## config.mk

```make
export PLATFORM = sky130hd
export DESIGN_NAME = full_adder
export DESIGN_NICKNAME = d
export VERILOG_FILES = /design/src/rtl/full_adder_pkg.sv /design/src/rtl/full_adder_cell.sv /design/src/rtl/full_adder.sv
export SDC_FILE = /design/constraint.sdc
export NUM_CORES = 1
export LEC_CHECK = 0
export ABC_AREA = 1
export CAP_MARGIN = 20
export CELL_PAD_IN_SITES_DETAIL_PLACEMENT = 1
export CELL_PAD_IN_SITES_GLOBAL_PLACEMENT = 1
export CORE_AREA = 2 2 39 41
export DETAILED_ROUTE_END_ITERATION = 16
export DIE_AREA = 0 0 41 43
export GPL_ROUTABILITY_DRIVEN = 1
export PLACE_DENSITY_LB_ADDON = 0.1
export REMOVE_ABC_BUFFERS = 1
export SYNTH_ARGS = -nofsm -noshare
export SYNTH_HDL_FRONTEND = slang
export SYNTH_SLANG_ARGS = --single-unit
```

## constraint.sdc

```tcl
create_clock -name clk -period 1.7 [get_ports clk]
set_input_delay 0.51 -clock clk [delete_from_list [all_inputs] [get_ports clk]]
set_output_delay 0.51 -clock clk [all_outputs]
set_load 0.005 [all_outputs]
```

## src/rtl/full_adder_pkg.sv

```systemverilog
// ============================================================================
// full_adder_pkg : shared width limit and reference add for the ripple adder
// Revision 1.0
// ============================================================================
`default_nettype none

package full_adder_pkg;

  localparam int MAX_WIDTH = 64;

  // Returns {cout, sum} at MAX_WIDTH+1 bits; narrower callers take the low WIDTH+1 bits.
  function automatic logic [MAX_WIDTH:0] add_ref(
    input logic [MAX_WIDTH-1:0] a,
    input logic [MAX_WIDTH-1:0] b,
    input logic                 cin
  );
    return {1'b0, a} + {1'b0, b} + {{MAX_WIDTH{1'b0}}, cin};
  endfunction

endpackage

`default_nettype wire

```

## src/rtl/full_adder_cell.sv

```systemverilog
// ============================================================================
// full_adder_cell : 1-bit combinational full-adder cell
// Revision 1.0
// ============================================================================
`default_nettype none

module full_adder_cell (
  input  logic a,
  input  logic b,
  input  logic ci,
  output logic s,
  output logic co
);

  logic w_p;

  assign w_p = a ^ b;
  assign s   = w_p ^ ci;
  assign co  = (a & b) | (ci & w_p);

endmodule

`default_nettype wire

```

## src/rtl/full_adder.sv

```systemverilog
// ============================================================================
// full_adder : WIDTH-bit ripple-carry adder with optional output register
// Revision 1.0
// ============================================================================
`default_nettype none

module full_adder
  import full_adder_pkg::*;
#(
  parameter int WIDTH   = 1,
  parameter int REG_OUT = 1
) (
  input  logic             clk,
  input  logic             rst_n,
  input  logic [WIDTH-1:0] A,
  input  logic [WIDTH-1:0] B,
  input  logic             cin,
  input  logic             in_valid,
  output logic [WIDTH-1:0] sum,
  output logic             cout,
  output logic             ovf,
  output logic             out_valid
);

  if (WIDTH < 1 || WIDTH > MAX_WIDTH) begin : g_width_check
    $error("full_adder: WIDTH must be within 1..MAX_WIDTH");
  end

  logic [WIDTH:0]   w_c;
  logic [WIDTH-1:0] w_sum;
  logic             w_cout;
  logic             w_ovf;

  assign w_c[0] = cin;

  for (genvar i = 0; i < WIDTH; i++) begin : g_bit
    full_adder_cell u_cell (
      .a  (A[i]),
      .b  (B[i]),
      .ci (w_c[i]),
      .s  (w_sum[i]),
      .co (w_c[i+1])
    );
  end

  assign w_cout = w_c[WIDTH];
  assign w_ovf  = w_c[WIDTH] ^ w_c[WIDTH-1];

  if (REG_OUT != 0) begin : g_reg
    logic [WIDTH-1:0] r_sum;
    logic             r_cout;
    logic             r_ovf;
    logic             r_valid;

    // Result registers load only on valid cycles so idle inputs never disturb them.
    always_ff @(posedge clk or negedge rst_n) begin
      if (!rst_n) begin
        r_sum   <= '0;
        r_cout  <= 1'b0;
        r_ovf   <= 1'b0;
        r_valid <= 1'b0;
      end else begin
        r_valid <= in_valid;
        if (in_valid) begin
          r_sum  <= w_sum;
          r_cout <= w_cout;
          r_ovf  <= w_ovf;
        end
      end
    end

    assign sum       = r_sum;
    assign cout      = r_cout;
    assign ovf       = r_ovf;
    assign out_valid = r_valid;
  end else begin : g_comb
    logic w_unused;

    assign w_unused  = &{1'b0, clk, rst_n};
    assign sum       = w_sum;
    assign cout      = w_cout;
    assign ovf       = w_ovf;
    assign out_valid = in_valid;
  end

endmodule

`default_nettype wire

```

==> summary.md, run 1 <==
| Metric | Value |
|---|---|
| Number of hold buffers added after cts | `0` |
| Max Cap Viol | `0` |
| CP arrival | `1.08 ns` |
| Mapped Avg Cell Area | `9.73 um2` |
| Final setup skew | `0 ns` |
| Top cell type's share of synthesized area | `0.571` |
| Post-route ant nets | `0` |
| FMAX | `0.629 GHz` |
| Cells along the critical path | `clkdlybuf4s50_1` |
| P per Cell Area | `904 nW/um2` |
| Synth Warn # | `0` |
| Die height | `43 um` |
| Global route overflow | `0` |
| Final Cycle Share | `0.935` |
| Die Span X | `41 um` |
| Initial Util | `0.127` |
| Commonest cells after routing, fill and taps aside | `clkdlybuf4s50_1, nand2_1, dfrtp_1` |
| Overall Global Routing Usage | `0.0665` |
| Post-CTS setup buffer count | `0` |
| Hold Vio Cnt, Final | `0` |
| Flop2flop setup slack | `1.10 ns` |
| RSZ-0062 raised after global routing | `no` |
| Worst reg2reg startpoint | `cout` |
| CTS tree | `yes` |
| Slowest stage delay, CP | `0.50 ns` |
| CTS Buf Count | `3` |
| Cell count after synthesis | `18` |
| Antenna cell count | `0` |
| Clock root cell | `clkbuf_4` |
| Initial DRT Pass Iterations | `2` |
| Sequential-to-total area share from yosys stat | `0.571` |
| Synth area leaders | `dfrtp_1, nand2_1, fa_1` |
| H-tree depth | `1` |
| Starting DRT DRC Count | `2` |
| Fillcell total | `168` |
| DRC Markers | `0` |
| Synth cell types | `6` |
| Number of global-route vias before repair | `180` |
| Clock latency on the worst-skew pair | `0.24 ns` |
| Total power | `285 uW` |
| Post-synthesis register bit count | `4` |
| Synthesized area | `175 um2` |
| Antenna violations before repair | `0` |
| Total leakage power | `0.000151 uW` |
| Share of cells above drive strength 1 | `0.161` |
| Layout area overhead | `80.0%` |
| IO buf count | `9` |
| First-pass GRT wire length | `669 um` |
| Full die area | `1760 um2` |
| Kind of critical path | `reg2out` |
| Slowest stage cell, crit path | `clkdlybuf4s50_1` |
| Outcome | `completed` |
| Setup tns final | `0 ns` |
| CTS sink count | `4` |
| Post-synth top area cell | `dfrtp_1` |
| Post-route cell area | `315 um2` |
| Rows | `14` |
| Placement Cell Area | `293 um2` |
| GPL Wtd Cong | `0.584` |
| Startpoint type of the worst setup path | `flop` |
| Core Area | `1380 um2` |
| DRT Wirelength | `369 um` |
| Worst Path Required | `1.19 ns` |
| I/O pin cnt | `10` |
| Worst Path Buf+Inv | `1` |
| DP Worst Slack | `-0.0977 ns` |
| PnR worst setup slack | `0.111 ns` |
| Crit path max-delay family | `buffers and inverters` |
| Worst slew margin | `0.877` |
| DR vias/cell | `3.36` |
| WL/cell | `7.85 um` |
| Most common cell after layout, fill and taps aside | `clkdlybuf4s50_1` |
| Largest fanout on the critical path | `2` |
| Via Count | `158` |
| Pins Over Slew Limit | `0` |
| Final min period | `1.59 ns` |
| CTS clk-pin slew, worst paths | `0.04 ns` |
| CP startpoint | `sum` |
| Largest net degree at the start of global routing | `5` |
| Cells resized by post-CTS repair | `0` |
| Final #Nets | `40` |
| Max Buffers Root-to-Sink | `2` |
| Maximum vdd drop | `0.000170 V` |
| Worst hold path class | `in2async` |
| Least-Margin Pin Slew | `0.183 ns` |
| Final Setup Violations | `0` |
| Crit path capture type | `output pin` |
-- final cells by class --
type | instances | area (um2) | area share
clock buffers | 3 | 22.5 | 0.0714
inverters | 3 | 11.3 | 0.0357
flip-flops and latches | 4 | 100 | 0.317
well taps | 16 | 20.0 | 0.0635
repair buffers | 10 | 97.6 | 0.310
multi-input cells | 11 | 63.8 | 0.202
-- per-stage QoR --
step                std cells  hold slack [ns]   util
global placement           44            0.459  0.212
floorplan                  18            0.214      -
finish                     47            0.476  0.228
global route               47            0.489  0.228
detailed placement         44            0.473  0.212
CTS                        47            0.475  0.228
-- flip-flops by register name, summed over array words and instances (netlist names) --
signal,flops
sum,1
ovf,1
cout,1
out_valid,1
-- layer usage --
metal,track usage,routed length [um],share of wire
met1,0.0617,139,0.38
met2,0.0813,189,0.51
met3,0.0157,40,0.11
met4,0.120,0,0
met5,0,0,0
-- cell usage after synthesis --
cell type,n
dfrtp_1,4
o21ai_2,1
fa_1,1
nand2_1,8
inv_1,3
nand3_1,1
-- where the power goes --
| part | switching [uW] | internal, uW |
|---|---|---|
| Combinational | 20.1 | 36.1 |
| Clock | 38.7 | 78.9 |
| Sequential | 5.29 | 106 |
-- cell families (layout without fill, tap and decap cells) --
group | count (synthesis) | count (layout) | share of synthesized area
and+or+nand+nor | 9 | 9 | 0.200
DFF | 4 | 4 | 0.571
buffers and inverters | 3 | 16 | 0.0643
adders and majority gates | 1 | 1 | 0.114
AOI/OAI and AO/OA | 1 | 1 | 0.0500
-- final timing paths --
check	endpoint	depth (start not counted)
max	sum	1
min	cout	1
max reg2reg	cout	2
min reg2reg	cout	2
max in group asynchronous	sum	1
min in group clk	cout	2
Note: power is estimated with default switching activity, not from simulation.
==> run 2: changes to the inputs <==
GPL_TIMING_DRIVEN = 1   (was unset)
==> results of run 2 <==
Same layout as run 1: the final DEF is identical, and so are final timing and power.
==> run 3: changes to the inputs <==
HOLD_SLACK_MARGIN = 0.05   (was unset)
==> results of run 3 <==
Same layout as run 1: the final DEF is identical, and so are final timing and power.
